### config.mk
export PLATFORM = sky130hd
export DESIGN_NAME = trace_fabric_demux
export DESIGN_NICKNAME = d
export VERILOG_FILES = /design/src/rtl/trace_fabric_pkg.sv /design/src/rtl/trace_fabric_demux_out_stage.sv /design/src/rtl/trace_fabric_demux.sv
export SDC_FILE = /design/constraint.sdc
export NUM_CORES = 1
export LEC_CHECK = 0
export CELL_PAD_IN_SITES_DETAIL_PLACEMENT = 0
export CELL_PAD_IN_SITES_GLOBAL_PLACEMENT = 2
export CORE_UTILIZATION = 26
export CTS_BUF_LIST = sky130_fd_sc_hd__clkbuf_8
export CTS_CLUSTER_DIAMETER = 100
export CTS_CLUSTER_SIZE = 16
export DETAILED_ROUTE_END_ITERATION = 12
export GPL_TIMING_DRIVEN = 0
export PLACE_DENSITY = 0.86
export SYNTH_ARGS = -nofsm -noshare
export SYNTH_HDL_FRONTEND = slang
export SYNTH_SLANG_ARGS = --single-unit
### constraint.sdc
create_clock -name clk -period 1.9 [get_ports clk]
set_input_delay 0.475 -clock clk [delete_from_list [all_inputs] [get_ports clk]]
set_output_delay 0.475 -clock clk [all_outputs]
set_load 0.005 [all_outputs]
### src/rtl/trace_fabric_pkg.sv
// Shared types and constants for the trace fabric demultiplexer.
package trace_fabric_pkg;

   localparam int DEF_DATA_WIDTH    = 8;
   localparam int DEF_CHANNEL_WIDTH = 2;
   localparam int ERR_CNT_W         = 16;

   typedef enum logic [1:0] {
      IDLE = 2'd0,
      FWD  = 2'd1,
      DROP = 2'd2
   } demux_state_t;

   // Select-field width; a single output still needs one select bit.
   function automatic int sel_w(input int n);
      return (n <= 2) ? 1 : $clog2(n);
   endfunction

endpackage

### src/rtl/trace_fabric_demux_out_stage.sv
// One-beat registered output buffer for one demux destination.
module trace_fabric_demux_out_stage #(
   parameter int DATA_WIDTH   = 8,
   parameter int OUT_CH_WIDTH = 1
) (
   input  logic                    clk,
   input  logic                    reset_n,
   input  logic                    load,
   input  logic [OUT_CH_WIDTH-1:0] src_channel,
   input  logic [DATA_WIDTH-1:0]   src_data,
   input  logic                    src_sop,
   input  logic                    src_eop,
   input  logic                    ready,
   output logic                    valid,
   output logic [OUT_CH_WIDTH-1:0] channel,
   output logic [DATA_WIDTH-1:0]   data,
   output logic                    sop,
   output logic                    eop
);

   logic                    vld_p1;
   logic [OUT_CH_WIDTH-1:0] channel_p1;
   logic [DATA_WIDTH-1:0]   data_p1;
   logic                    sop_p1;
   logic                    eop_p1;

   // Stage p1: load wins over unload so a full buffer can refill in the same cycle.
   always_ff @(posedge clk or negedge reset_n) begin
      if (!reset_n) begin
         vld_p1     <= 1'b0;
         channel_p1 <= '0;
         data_p1    <= '0;
         sop_p1     <= 1'b0;
         eop_p1     <= 1'b0;
      end else if (load) begin
         vld_p1     <= 1'b1;
         channel_p1 <= src_channel;
         data_p1    <= src_data;
         sop_p1     <= src_sop;
         eop_p1     <= src_eop;
      end else if (ready) begin
         vld_p1     <= 1'b0;
      end
   end

   assign valid   = vld_p1;
   assign channel = channel_p1;
   assign data    = data_p1;
   assign sop     = sop_p1;
   assign eop     = eop_p1;

endmodule

### src/rtl/trace_fabric_demux.sv
// Packet-locked channel demultiplexer for the trace fabric receive side.
// Optional framing-error counter enabled by TRACE_FABRIC_DEMUX_ERR_CNT_EN.
module trace_fabric_demux
   import trace_fabric_pkg::*;
#(
   parameter int NUM_OUTPUTS   = 2,
   parameter int DATA_WIDTH    = DEF_DATA_WIDTH,
   parameter int CHANNEL_WIDTH = DEF_CHANNEL_WIDTH,
   localparam int SEL_W        = sel_w(NUM_OUTPUTS),
   localparam int OUT_CH_WIDTH = CHANNEL_WIDTH - SEL_W
) (
   input  logic                                clk,
   input  logic                                reset_n,
   input  logic                                in_valid,
   output logic                                in_ready,
   input  logic [CHANNEL_WIDTH-1:0]            in_channel,
   input  logic [DATA_WIDTH-1:0]               in_data,
   input  logic                                in_startofpacket,
   input  logic                                in_endofpacket,
   output logic [NUM_OUTPUTS-1:0]              out_valid,
   input  logic [NUM_OUTPUTS-1:0]              out_ready,
   output logic [NUM_OUTPUTS*OUT_CH_WIDTH-1:0] out_channel,
   output logic [NUM_OUTPUTS*DATA_WIDTH-1:0]   out_data,
   output logic [NUM_OUTPUTS-1:0]              out_startofpacket,
   output logic [NUM_OUTPUTS-1:0]              out_endofpacket,
   output logic [ERR_CNT_W-1:0]                err_count
);

   demux_state_t         state, state_nxt;
   logic [SEL_W-1:0]     locked_sel;
   logic [SEL_W-1:0]     route_sel;
   logic                 route_drop;
   logic                 fwd_ready;
   logic [NUM_OUTPUTS-1:0] hit_vec;
   logic [NUM_OUTPUTS-1:0] load_vec;
   logic                 accept;

   // Stage p0: select decode; an out-of-range select means the packet is dropped.
   always_comb begin
      route_sel  = (state == IDLE || in_startofpacket) ?
                   in_channel[CHANNEL_WIDTH-1 -: SEL_W] : locked_sel;
      route_drop = 1'b1;
      fwd_ready  = 1'b0;
      hit_vec    = '0;
      for (int i = 0; i < NUM_OUTPUTS; i++) begin
         if (route_sel == SEL_W'(i)) begin
            route_drop = 1'b0;
            fwd_ready  = out_ready[i] | ~out_valid[i];
            hit_vec[i] = 1'b1;
         end
      end
      in_ready = route_drop | fwd_ready;
   end

   assign accept   = in_valid & in_ready;
   assign load_vec = accept ? hit_vec : '0;

   always_comb begin
      state_nxt = state;
      if (accept) begin
         if (in_endofpacket)  state_nxt = IDLE;
         else if (route_drop) state_nxt = DROP;
         else                 state_nxt = FWD;
      end
   end

   always_ff @(posedge clk or negedge reset_n) begin
      if (!reset_n) begin
         state      <= IDLE;
         locked_sel <= '0;
      end else begin
         state <= state_nxt;
         if (accept) locked_sel <= route_sel;
      end
   end

   generate
      for (genvar g = 0; g < NUM_OUTPUTS; g++) begin : g_out
         trace_fabric_demux_out_stage #(
            .DATA_WIDTH   (DATA_WIDTH),
            .OUT_CH_WIDTH (OUT_CH_WIDTH)
         ) u_stage (
            .clk         (clk),
            .reset_n     (reset_n),
            .load        (load_vec[g]),
            .src_channel (in_channel[OUT_CH_WIDTH-1:0]),
            .src_data    (in_data),
            .src_sop     (in_startofpacket),
            .src_eop     (in_endofpacket),
            .ready       (out_ready[g]),
            .valid       (out_valid[g]),
            .channel     (out_channel[g*OUT_CH_WIDTH +: OUT_CH_WIDTH]),
            .data        (out_data[g*DATA_WIDTH +: DATA_WIDTH]),
            .sop         (out_startofpacket[g]),
            .eop         (out_endofpacket[g])
         );
      end
   endgenerate

`ifdef TRACE_FABRIC_DEMUX_ERR_CNT_EN
   logic                 frame_err;
   logic [ERR_CNT_W-1:0] err_cnt_q;

   function automatic logic [ERR_CNT_W-1:0] sat_inc(input logic [ERR_CNT_W-1:0] v);
      return (&v) ? v : v + 1'b1;
   endfunction

   // Missing SOP at packet start, or a new SOP truncating the packet in flight.
   assign frame_err = accept & (((state == IDLE) & ~in_startofpacket) |
                                ((state != IDLE) &  in_startofpacket));

   always_ff @(posedge clk or negedge reset_n) begin
      if (!reset_n)       err_cnt_q <= '0;
      else if (frame_err) err_cnt_q <= sat_inc(err_cnt_q);
   end

   assign err_count = err_cnt_q;
`else
   assign err_count = '0;
`endif

endmodule
# Word-level counts from Yosys, hierarchy flattened
# Cells that the tools add are included.
# totals
reg_bits	27
out_inout_bits	41
elab_cells	31
# op_classes
mux	10
bitwise_logic	5
n_reduce_logical	4
# op_table
op	n
$mux W1	9
$reduce_bool A2 Y1	2
$logic_not A2 Y1	1
$mux W2	1
$not A1 Y1	2
$or A1 B1 Y1	2
$and A1 B1 Y1	1
$logic_or A1 B1 Y1	1

# Longest topological paths before layout
# Gate-level depths: netlist of run 1.
# depth
depth_word	7
mapped_depth	5
mapped_depth_nobuf	4

# Modules after synthesis
# Synthesis of run 1 repeated with hierarchy kept, for this count alone.
# unflattened
hier_cells	89
hier_area_um2	1255.0
# by_module_without_submodules
module	instances	cells_each	area_per_inst_um2
trace_fabric_demux_out_stage	2	26	481.7
trace_fabric_demux	1	37	291.5

# Least setup slack after synthesis of run 1
# No wires, ideal clock.
# synth_path
kind	input -> output
from	in in_startofpacket
to	out in_ready
arrival_time_ns	1.142
setup_slack_ns	0.283
path_stages	3
path_buffers	0
path_cell_list	nor2b_2 -> o21a_4 -> mux2_2
# synth_via
elab_chain_len	3
# synth_rtl
item	line	text
from (decl)	trace_fabric_demux.sv:18	input logic in_startofpacket,
$logic_or A1 B1 Y1	trace_fabric_demux.sv:40	route_sel = (state == IDLE || in_startofpacket) ?
$mux W1	trace_fabric_demux.sv:40	
$mux W1	trace_fabric_demux.sv:46	if (route_sel == SEL_W'(i)) begin
to (decl)	trace_fabric_demux.sv:15	output logic in_ready,
# No other way between the ends.

# Worst setup path in the final report of run 1
# layout_path
from	in out_ready[0]
to	out in_ready
# layout_via
elab_chain_len	2
# layout_rtl
item	line	text
from (decl)	trace_fabric_demux.sv:21	input logic [NUM_OUTPUTS-1:0] out_ready,
$or A1 B1 Y1	trace_fabric_demux.sv:48	fwd_ready = out_ready[i] | ~out_valid[i];
$mux W1	trace_fabric_demux.sv:46	
# No other way between the ends.

==> results of run 1 <==
cell usage in the layout, fill, tap and decap left out, types with 2 or more instances in the layout:
master	instances
sky130_fd_sc_hd__clkdlybuf4s50_1	38
sky130_fd_sc_hd__buf_4	28
sky130_fd_sc_hd__dfrtp_1	26
sky130_fd_sc_hd__mux2_2	23
sky130_fd_sc_hd__conb_1	16
sky130_fd_sc_hd__clkbuf_8	3
sky130_fd_sc_hd__nand2b_4	2
sky130_fd_sc_hd__nand2_1	2
sky130_fd_sc_hd__buf_6	2
sky130_fd_sc_hd__o21ai_0	2
sky130_fd_sc_hd__buf_2	2
state kept, by name, summed over array words and instances, names as in the netlist:
register and flops:
g_out.u_stage.sop 2, g_out.u_stage.channel 2, g_out.u_stage.valid 2, state 1, g_out.u_stage.data 16, g_out.u_stage.eop 2, locked_sel 1
kinds of logic after synthesis:
group	Yosys count	synth area share, %
buf+inv	28	17.0
simple gates	7	3.83
mux	24	21.7
other cells	1	0.302
flops	26	52.5
compound gates	5	4.74
final cells by class:
class / count / area, um^2
tap: 52 / 65.1
multi-input combinational: 52 / 455
sequential: 26 / 651
fill: 439 / 2620
buffer: 26 / 203
clock buffer: 3 / 41.3
inverter: 2 / 7.51
timing repair buffer: 45 / 429
report_power, final:
part,total (mW),internal [mW],switching (mW)
clock,0.302,0.142,0.160
combinational,1.04,0.749,0.286
sequential,0.919,0.789,0.130
total,2.26,1.68,0.577
worst min path at each step:
stage                     startpoint                        to  cells after the start
after global routing      locked_sel                locked_sel                      1
after floorplan              reset_n  g_out[0].u_stage.channel                      0
after detailed placement  locked_sel                locked_sel                      1
after CTS                 locked_sel                locked_sel                      1
after global placement    locked_sel                locked_sel                      1
final                     locked_sel                locked_sel                      1
metal layers:
metal | up-vias | track usage (%) | wire length (um) | part of all wire, %
met2 | 33 | 18.5 | 1210 | 53
met3 | 2 | 2.42 | 166 | 7.2
met5 | - | 0 | 0 | 0
li1 | 391 | - | - | -
met4 | 0 | 2.67 | 14 | 0.61
met1 | 375 | 10.2 | 910 | 39
timing repair:
action	in CTS	in global routing
resized for setup	13	0
endpoints found under the setup margin	10	1
hold buffers	0	0
pin swaps	0	1
buffers inserted	4	0
worst max-delay path, delay by kind of cell:
kind                   cells  cell delay [ps]
AND/OR/NAND/NOR            1              140
multiplexers               1              260
buffers and inverters      2              520
per-stage QoR:
| step | cell area [um^2] | TNS (ps) |
|---|---|---|
| floorplan | 1300 | 0 |
| global placement | 1770 | -4840 |
| detailed placement | 1770 | -5450 |
| CTS | 1850 | 0 |
| global route | 1850 | -21.8 |
| finish | 1850 | 0 |
==> results, run 1 <==
- The final-layout worst hold slack is slightly below 500 ps.
- TritonCTS built the clock tree.
- At the pin with the least slew margin, the transition time is between 1000 and 1500 ps.
- The delay of the slowest cell on the worst path is 400 ps.
- On the critical path, the stage with the largest delay is an instance of sky130_fd_sc_hd__clkdlybuf4s50_1.
- Setup violations remaining at the end of the flow were counted as 0.
- The kind of end point of the critical path is an output pin.
- The initial core utilization is around 28%.
- The number of nets in the layout is 173.
- After clock tree synthesis, the clock-pin slew on the worst setup and hold paths is roughly 90 ps.
- The worst setup path startpoint is out_ready[0].
- Traced cell by cell, the critical path runs through clkdlybuf4s50_1 -> nand2b_4 -> mux2_2 -> buf_2.
- The number of flops mapped to enable cells by yosys is 0.
- The number of global-route vias before repair is roughly 840.
- The overall die area is 5050 um^2.
- The number of antenna diodes is 0.
- The launch point of the worst reg-to-reg path is state[0].
- By count the netlist is led by sky130_fd_sc_hd__dfrtp_1, sky130_fd_sc_hd__buf_4, sky130_fd_sc_hd__mux2_2.
- The total length of routed wires is roughly 2300 um.
- The post-placement setup slack is -761 ps.
- A synthesized cell averages approximately 14 um^2.
- The most repeated cell in the gate-level netlist after synthesis is sky130_fd_sc_hd__dfrtp_1.
- The number of cells on the worst reg-to-reg path is 6.
- The min-delay analysis places its worst path in the category flip-flop to flip-flop.
- Dividing the final minimum period by the clock period gives 98.9%.
- The library cell used as clock root buffer is sky130_fd_sc_hd__clkbuf_8.
- In this run the horizontal extent of the chip is between 70 and 80 um.
- The minimum setup slack among reg-to-reg paths is around 260 ps.
- The startpoint type of the worst setup path is a primary input.
- The first-pass GRT wire length is about 3700 um.
- Summing internal, switching and leakage power gives about 2.3 mW.
- The clock sink count is 26.
- For this run, the total global-route usage over all layers was measured as 9.56%.
- In the routed design, unresolved DRC markers number 0.
- The DRC marker count from the first detailed-route iteration is 13.
- The largest voltage drop on the vdd net is approximately 0.45 mV.
- The total overflow reported by the global router is 0.
- The number of buffers created by CTS is 3.
- For this run, the register share of the synthesized area comes to a little over half.
- The time the worst path needs with I/O delays and setup is 1880 ps.
- In this run the tightest slew margin relative to its limit is 22.3%.
- The total vias in the final route is ~800.
- Cells with a size suffix above 1 make up 42.2% of the layout.
- The static leakage is between 0.8 and 0.9 nW.
- The top cell type by area accounts for 52.5% of the synthesized area.
- The number of hold violations in the final report was 0.
- Counting flops and latches in the post-synthesis netlist gives 26.
- For the worst setup path, the data arrival time is between 1000 and 1500 ps.
- Counting distinct cell types in the post-synthesis netlist gives 16.
- The area of the core region is approximately 4500 um^2.
- The count of max-cap constraint violations is 0.
- The critical path is of the primary input to output pin type.
- The clock reaches the later pin of the worst-skew pair after 260 ps.
- The floorplan has 24 rows.
- The first detailed-routing pass ran for 5 iterations.
- The leading area contributor after synthesis is sky130_fd_sc_hd__dfrtp_1.
- The number of placed instances, taps included, is a little under 200.
- STA puts the critical path data required time at 1420 ps.
- After synthesis, the share of flip-flops with an asynchronous set or reset is 100%.
- The final cell count without fillers is between 200 and 250.
- The number of buffers added on ports is 41.
- In this run the power density over the cells is 1220 nW/um^2.
- No sink is reached through more buffers than the 2 on the longest clock path.
- The maximum level of the CTS H-tree is 1.
- The final worst setup slack is 21.6 ps.
- In this run the worst path has a maximum fanout of 2.
- During synthesis, Yosys emitted a total of 0 warnings.
- The clock arrives with about 5.6 ps of skew.
- After detailed routing, the average wire length per cell comes to around 11 um.
- Setup repair after global routing could not meet its margin everywhere.
- The number of pins exceeding their max-slew limit in the final report is 0.
- Synthesis produced a netlist whose cell count is about 90.
- Routability-driven placement finished with a final weighted congestion of about 0.72.
- The detailed-placement wirelength estimate is 1760 um.
- The critical path ends at in_ready.
- Sorting the synthesized cells by area gives the leading types as sky130_fd_sc_hd__dfrtp_1, sky130_fd_sc_hd__mux2_2, sky130_fd_sc_hd__buf_4, sky130_fd_sc_hd__o2111ai_4, sky130_fd_sc_hd__buf_6.
- The endpoint of the lowest-slack register-to-register path is g_out[1].u_stage.data[3].
- During I/O placement, the number of pins put on the boundary was 58.
- The fmax is about 530 MHz.
- The count of nets left with antenna violations once routing finished came out at 0.
- The post-detailed-route via-to-cell ratio is a little under 4.
- Entering global routing, the biggest net connects 27 pins.
- The run finished with clean final reports.
- Measured on the finished design, the core utilization comes to just over 40%.
- The most used flip-flop cell after synthesis is sky130_fd_sc_hd__dfrtp_1.
- The total standard cell area after synthesis is roughly 1200 um^2.
- The floorplan step set the die height to 71.1 um.
- The initial antenna violation count is 0.
- The area growth from synthesis to final layout is 49.3%.
No activity file was read; power rests on OpenSTA's default activity.
==> run 2, diff against run 1 <==
--- a/config.mk
+++ b/config.mk
@@ -13,7 +13,9 @@
 export CTS_CLUSTER_SIZE = 16
 export DETAILED_ROUTE_END_ITERATION = 12
 export GPL_TIMING_DRIVEN = 0
-export PLACE_DENSITY = 0.86
+export PLACE_DENSITY = 0.85
+export SETUP_SLACK_MARGIN = 0.1
 export SYNTH_ARGS = -nofsm -noshare
 export SYNTH_HDL_FRONTEND = slang
+export SYNTH_HIERARCHICAL = 1
 export SYNTH_SLANG_ARGS = --single-unit
==> results, run 2 <==
- The path with the worst hold slack has its endpoint at g_out[0].u_stage/sop.
- The floorplan step set the die width to just over 70 um.
- The delay of the slowest cell on the worst path is ~360 ps.
- The detailed router finished its first iteration with 2 violations.
- The power density normalized to cell area is about 1100 nW/um^2.
- The clock latency on the worst-skew pair is around 270 ps.
- The die covers approximately 5100 um^2.
- Synthesis inferred 26 register bits.
- The worst-case IR drop observed on VDD is 0.382 mV.
- The worst pin sits at a relative slew slack of 21.1%.
- The leading area contributor after synthesis is sky130_fd_sc_hd__dfrtp_1.
- The initial antenna violation count is 0.
- The total placed instance area is roughly 1800 um^2.
- The pre-antenna-repair detailed-routing pass consisted of 2 iterations.
- The number of buffers created by CTS is 3.
- In this run the number of H-tree levels came out at 1.
- The fraction of the mapped netlist area in compound gates is approximately 3.1%.
- The cell type group with the largest total delay on the critical path is flip-flops.
- The count of buffering cells on the critical path with inverters included is 2.
- Across the run, the number of max-cap violations was 0.
- After routing the design area is around 1900 um^2.
- The most used flip-flop cell after synthesis is sky130_fd_sc_hd__dfrtp_1.
- In this run the deepest clock path goes through 2 buffers.
- Setup repair after global routing could not meet its margin everywhere.
- The hold buffer count at CTS is 0.
- Across all hold checks on the routed design, the worst slack comes to ~510 ps.
- In this run, synthesis inferred 0 flip-flops with an integrated enable.
- Along the worst path, the maximum fanout reaches 5.
- The kind of end point of the critical path is an output pin.
- The endpoint of the lowest-slack register-to-register path is g_out[1].u_stage/sop.
- The final antenna-violating net count is 0.
- In this run the cell area of the synthesized design comes to about 1300 um^2.
- Clock-pin slew was measured on the worst setup and hold paths at about 80 ps.
- Measured against the total synthesized area, the mux share comes to roughly 29%.
- The share of flip-flops with an asynchronous set or reset is between 90% and 100%.
- The analysis attributes to cell leakage a power of between 0.9 and 1 nW.
- The required time reported for the critical path endpoint is about 1400 ps.
- The TritonCTS clock tree is yes.
- The boundary pin count is between 50 and 60.
- The pin count of the biggest net entering global routing is 27.
- Derived from the worst setup path, the maximum achievable clock frequency is between 500 and 600 MHz.
- In this run the biggest area consumer among cell types represents 51.8% of the synthesized area.
- For this configuration, the core starts out at a cell density of between 20 and 30%.
- In the synthesized netlist, the number of instances is between 80 and 90.
- The total vias in the final route is 800.
- The startpoint of the tightest hold check path is in_startofpacket.
- The most common cell in the synthesized netlist is sky130_fd_sc_hd__dfrtp_1.
- After layout, the worst path uses slightly below 100% of the clock period.
- The classification of the worst-slack hold path is primary input to flip-flop.
- The number of hold violations in the final report came to 0.
- For this run, design rule violations remaining after detail routing come to 0.
- The total length of routed wires is between 2000 and 2500 um.
- The startpoint type of the worst setup path is a flip-flop.
- Counting the fill cells in the layout gives approximately 440.
- The startpoint identified for the worst register-to-register timing path is state[0].
- The number of placement rows is 24.
- In the synthesized netlist, the cells that appear most often are sky130_fd_sc_hd__dfrtp_1, sky130_fd_sc_hd__mux2_4, sky130_fd_sc_hd__buf_4, sky130_fd_sc_hd__inv_1, sky130_fd_sc_hd__mux2_2.
- The layout cell share with drive strength beyond 1 is between 30% and 40%.
- The mean cell area of the mapped netlist is ~14 um^2.
- For this run, the share of the core covered by cells in the final layout is 41.8%.
- Walking the worst path, the cells encountered are nor2b_4 -> mux2i_4 -> buf_6 -> a31oi_1 -> buf_2.
- Measured along the y axis, the die boundary spans about 71 um.
- The smallest clock period supported by the final layout is computed as 1840 ps.
- The number of endpoints failing setup at the final stage is 0.
- The tree is rooted in a sky130_fd_sc_hd__clkbuf_8.
- The number of global-route vias before repair is approximately 800.
- The worst reg2reg path depth is 6.
- The most frequent standard cell in the layout excluding fill and tap cells is sky130_fd_sc_hd__clkdlybuf4s50_1.
- After synthesis, the largest family of logic cells by area is multiplexers.
- The number of pins exceeding their max-slew limit in the final report is 0.
- The net count of the finished layout is 168.
- The final setup skew is ~8.8 ps.
- The minimum setup slack among reg-to-reg paths is between 150 and 200 ps.
- The post-detailed-route via-to-cell ratio is 3.96.
- The slowest stage cell on the critical path is sky130_fd_sc_hd__dfrtp_1.
- In the layout the commonest cells are sky130_fd_sc_hd__clkdlybuf4s50_1, sky130_fd_sc_hd__dfrtp_1, sky130_fd_sc_hd__mux2_4.
- The congestion estimate from routability-driven global placement came to between 0.6 and 0.7.
- The run finished with clean final reports.
- The flip-flop count of the largest register after layout is 16.
- After Yosys synthesis, and, or, nand and nor cells account for just over 3% of the synthesized area.
- The core region is approximately 4500 um^2.
- The warning count from the yosys run is 6.
- The wire-length estimate of the detail-placed layout is 1830 um.
- The total global-route track usage is 10.3%.
- The clock sink count is 26.
- The area growth from synthesis to layout is 49.9%.
- The number of instances on the worst hold path is 2.
- Including well taps, the total number of placed cells is approximately 200.
- Sequential cells were found to cover about 52% of the synthesized design area.
- By area the synthesized netlist is led by sky130_fd_sc_hd__dfrtp_1, sky130_fd_sc_hd__mux2_4, sky130_fd_sc_hd__buf_4, sky130_fd_sc_hd__mux2_2, sky130_fd_sc_hd__buf_6.
- After Yosys synthesis, XOR and XNOR cells account for 0% of the synthesized area.
- The number of buffers added on ports is 41.
- Of the total synthesized cell area, the portion taken by full adders, half adders and majority gates is 0%.
- The number of different library cells used by synthesis comes to 17.
- In the final routed layout, each cell accounts on average for approximately 12 um.
- Data arrives at the worst endpoint at about 1400 ps.
- The worst setup path is of the flip-flop to output pin kind.
- The first-pass GRT wire length is 4000 um.
- The total overflow left after global routing is 0.
- The count of cells in the finished layout, fillers not included, comes to roughly 200.
- The number of antenna diodes is 0.
- At the pin with the least slew margin, the transition time is 1180 ps.
## run 2: worst max path at each step
stage | startpoint | endpoint | slack [ps] | depth (start not counted)
after global routing | state[0] | in_ready | -40 | 5
after detailed placement | in_startofpacket | in_ready | -770 | 6
after floorplan | in_startofpacket | g_out[0].u_stage/data[0] | 150 | 6
after global placement | in_startofpacket | in_ready | -760 | 6
after CTS | state[0] | in_ready | 40 | 5
final | state[0] | in_ready | 60 | 5
## run 2: power breakdown
part | switching, mW | total (mW) | internal, mW
registers | 0.117 | 0.857 | 0.741
clock network | 0.171 | 0.453 | 0.282
logic | 0.235 | 0.852 | 0.617
total | 0.523 | 2.16 | 1.64
## run 2: cell type report
cell class,instances,area [um^2],share of cell area (%)
Buffer,18,151,8.05
Multi-Input combinational cell,54,510,27.1
Timing Repair Buffer,42,409,21.8
Clock buffer,3,41.3,2.20
Clock inverter,1,30.0,1.60
Sequential cell,26,651,34.6
Inverter,6,22.5,1.20
Tap cell,52,65.1,3.46
## run 2: cell families (layout without fill, tap and decap cells)
group / count (synthesis) / count (layout)
muxes: 25 / 25
other: 1 / 16
and+or+nand+nor: 7 / 7
AOI/OAI and AO/OA: 6 / 6
DFF: 26 / 26
buffers and inverters: 24 / 70
## run 2: timing repair
item                       CTS  global route
gates resized for setup     13             4
pin swaps                    2             1
setup buffers                1             0
setup endpoints to repair   25            19
## run 2: per-layer routing
layer | track usage [%] | wire length (um) | vias to the layer above
met5 | 0 | 0 | -
met4 | 1.96 | 9 | 0
met3 | 2.81 | 155 | 2
met2 | 17.5 | 1200 | 36
met1 | 13.4 | 1140 | 379
li1 | - | - | 383
## run 2: worst register-to-register path: cells and delay by family (launching register included)
family,cells,cell delay (ps)
mux,2,500
simple gates,2,390
flops,1,390
buf+inv,2,370
## run 2: stage by stage
step	total power, mW	TNS [ps]	setup WS [ps]
floorplan	1.24	0	146
global placement	1.69	-10210	-759
detailed placement	1.71	-12550	-774
CTS	2.18	0	37.3
global route	2.31	-44.8	-44.8
finish	2.16	0	58.0
==> run 3, diff against run 2 <==
--- a/config.mk
+++ b/config.mk
@@ -10,11 +10,10 @@
 export CORE_UTILIZATION = 26
 export CTS_BUF_LIST = sky130_fd_sc_hd__clkbuf_8
 export CTS_CLUSTER_DIAMETER = 100
-export CTS_CLUSTER_SIZE = 16
 export DETAILED_ROUTE_END_ITERATION = 12
 export GPL_TIMING_DRIVEN = 0
 export PLACE_DENSITY = 0.85
-export SETUP_SLACK_MARGIN = 0.1
+export SETUP_SLACK_MARGIN = 0.02
 export SYNTH_ARGS = -nofsm -noshare
 export SYNTH_HDL_FRONTEND = slang
 export SYNTH_HIERARCHICAL = 1
==> results, run 3 (synthesis results as in run 2) <==
- The flow ran to the end, and the final reports show no timing, DRC or antenna violations.
- In this run the vertical extent of the chip is a little over 70 um.
- At the worst endpoint, the arrival time is ~1400 ps.
- Setup violations remaining at the end of the flow were counted as 0.
- The total global-route track usage is about a tenth.
- The classification of the worst-slack hold path is primary input to flip-flop.
- The number of global-route vias before repair is 796.
- The number of buffers added on ports is just over 40.
- The global-route track usage on met1 is 13.4%.
- In the global route stage, met2 resource usage came out at ~17%.
- For this design, the CTS-stage hold fixing added 0 buffers.
- Leaving out fill and tap cells, the most frequent cells in the layout are sky130_fd_sc_hd__clkdlybuf4s50_1, sky130_fd_sc_hd__dfrtp_1, sky130_fd_sc_hd__mux2_4.
- The final setup skew is slightly below 9 ps.
- In this run the tightest slew margin relative to its limit is a little over a fifth.
- Setup repair after global routing could not meet its margin everywhere.
- The number of placement rows is 24.
- Entering global routing, the biggest net connects 27 pins.
- The overall die area is 5110 um^2.
- The clock input transition at the sequential cells of the worst setup and hold paths is 80 ps.
- The number of fill cells in the layout is about 440.
- The routed design has about 2500 um of wire.
- The total placed instance area is ~1800 um^2.
- The static leakage is between 0.8 and 0.9 nW.
- Dividing total power by cell area gives a power density of about 1200 nW/um^2.
- The number of iterations in the first detailed-routing pass is 2.
- In this run, the number of DRC markers left after iteration 0 of detailed routing was 1.
- The time the worst path needs with I/O delays and setup is 1840 ps.
- The most utilized layer in the global route result is met2.
- The combined area of the multi-input logic cells is slightly above 500 um^2.
- The layout cell share with drive strength beyond 1 is 35.3%.
- The first global-routing pass estimated 4000 um of wire.
- Including well taps, the total number of placed cells is about 200.
- The measured slew at the worst slew-check pin is around 1200 ps.
- The clock latency on the worst-skew pair is approximately 270 ps.
- The boundary pin count is 58.
- The initial antenna violation count was 0.
- The largest fanout of any net on the critical path is 5.
- For met3 alone, demand over resource in global routing was 2.81%.
- Compared with the post-synthesis result, the final layout area differs by 49.5%.
- TritonCTS built the clock tree.
- The number of hold violations in the final report is 0.
- The initial utilization of the core area, before any placement, comes to 27.9%.
- Summed over all layers, the global routing overflow is 0.
- The flip-flop count of the largest register after layout is 16.
- STA classifies the critical path endpoint as an output pin.
- Clock tree synthesis selected as its root buffer the cell sky130_fd_sc_hd__clkbuf_8.
- In the routed design, unresolved DRC markers number 0.
- The final cell count without fillers is 202.
- The count of max-cap constraint violations is 0.
- The number of antenna diodes is 0.
- The final antenna-violating net count is 0.
- The maximum buffer depth of the clock tree is 2.
- The maximum level of the CTS H-tree is 1.
- Summing all flip-flop and latch instances after layout gives 651 um^2.
- The type of the setup path with the least slack is flip-flop to output pin.
- After legalization and detailed placement, the total HPWL measured between 1500 and 2000 um.
- The number of pins exceeding their max-slew limit in the final report came to 0.
- The core region is 4500 um^2.
- The die outline width is 71.5 um.
- Dividing the detail-routed wire length by the instance count gives around 12 um.
- Counting every sink on the clock net gives 26.
- Timing would allow up to about 540 MHz.
- The total vias in the final route is around 800.
- Once layout is done, the placed cells without fillers occupy ~1900 um^2.
- After the last flow step, the layout net total stands at ~170.
- The routability-driven placement congestion ratio is 0.666.
- The worst setup path is launched from a flip-flop.
- The most frequent standard cell in the layout excluding fill and tap cells is sky130_fd_sc_hd__clkdlybuf4s50_1.
- After layout, the worst path uses a little over nine tenths of the clock period.
- Across the VDD grid, the largest voltage drop is 0.381 mV.
- On the final layout, the worst hold slack is around 510 ps.
- The required time reported for the critical path endpoint is 1420 ps.
- The number of buffers created by CTS is 3.
- The overall power after layout is between 2 and 2.5 mW.
- The utilization after layout is 41.6%.
- The post-detailed-route via-to-cell ratio is 3.97.
run 3: final cells by class:
cell class              instances  share of cell area (%)
plain buffers                  18                    7.81
clock inverters                 1                    1.60
multi-input cells              54                    27.2
flip-flops and latches         26                    34.7
inverters                       6                    1.20
well taps                      52                    3.47
repair buffers                 42                    21.8
clock buffers                   3                    2.20
run 3: layer usage:
layer	up-vias	routed length [um]
met2	36	1190
met5	-	0
met3	2	155
met4	0	9
li1	384	-
met1	379	1140
run 3: worst paths after layout:
path                                           from                  endpoint  slack (ps)  depth (start not counted)
max reg2reg                                state[0]      g_out[1].u_stage/sop         140                          6
max in group asynchronous                   reset_n  g_out[0].u_stage/data[5]         360                          1
max                                        state[0]                  in_ready          60                          5
min reg2reg                g_out[1].u_stage/data[4]  g_out[1].u_stage/data[4]         520                          1
min in group asynchronous                   reset_n  g_out[1].u_stage/data[2]         830                          1
min                                in_startofpacket      g_out[0].u_stage/sop         510                          2
run 3: critical path: stages, from the launching register on:
cell and delay (ps):
sky130_fd_sc_hd__dfrtp_1 360, sky130_fd_sc_hd__nor2b_4 170, sky130_fd_sc_hd__mux2i_4 240, sky130_fd_sc_hd__buf_6 140, sky130_fd_sc_hd__a31oi_1 70, sky130_fd_sc_hd__buf_2 130
run 3: repair_timing:
| action | 4_1_cts | 5_1_grt |
|---|---|---|
| hold endpoints to repair | 0 | 0 |
| buffers inserted | 1 | 0 |
| pin swaps | 1 | 1 |
| resized for setup | 13 | 2 |
| endpoints found under the setup margin | 22 | 10 |
run 3: metrics by stage:
| step | TNS [ps] | setup WS, ps |
|---|---|---|
| global placement | -10210 | -759 |
| floorplan | 0 | 146 |
| detailed placement | -12550 | -774 |
| global route | -44.8 | -44.8 |
| finish | 0 | 59.5 |
| CTS | 0 | 31.3 |
run 3: power breakdown:
part	total, mW	internal (mW)	leakage (nW)	switching, mW
Sequential	0.857	0.741	0.305	0.117
Clock	0.453	0.282	0.0357	0.171
Combinational	0.848	0.614	0.559	0.234
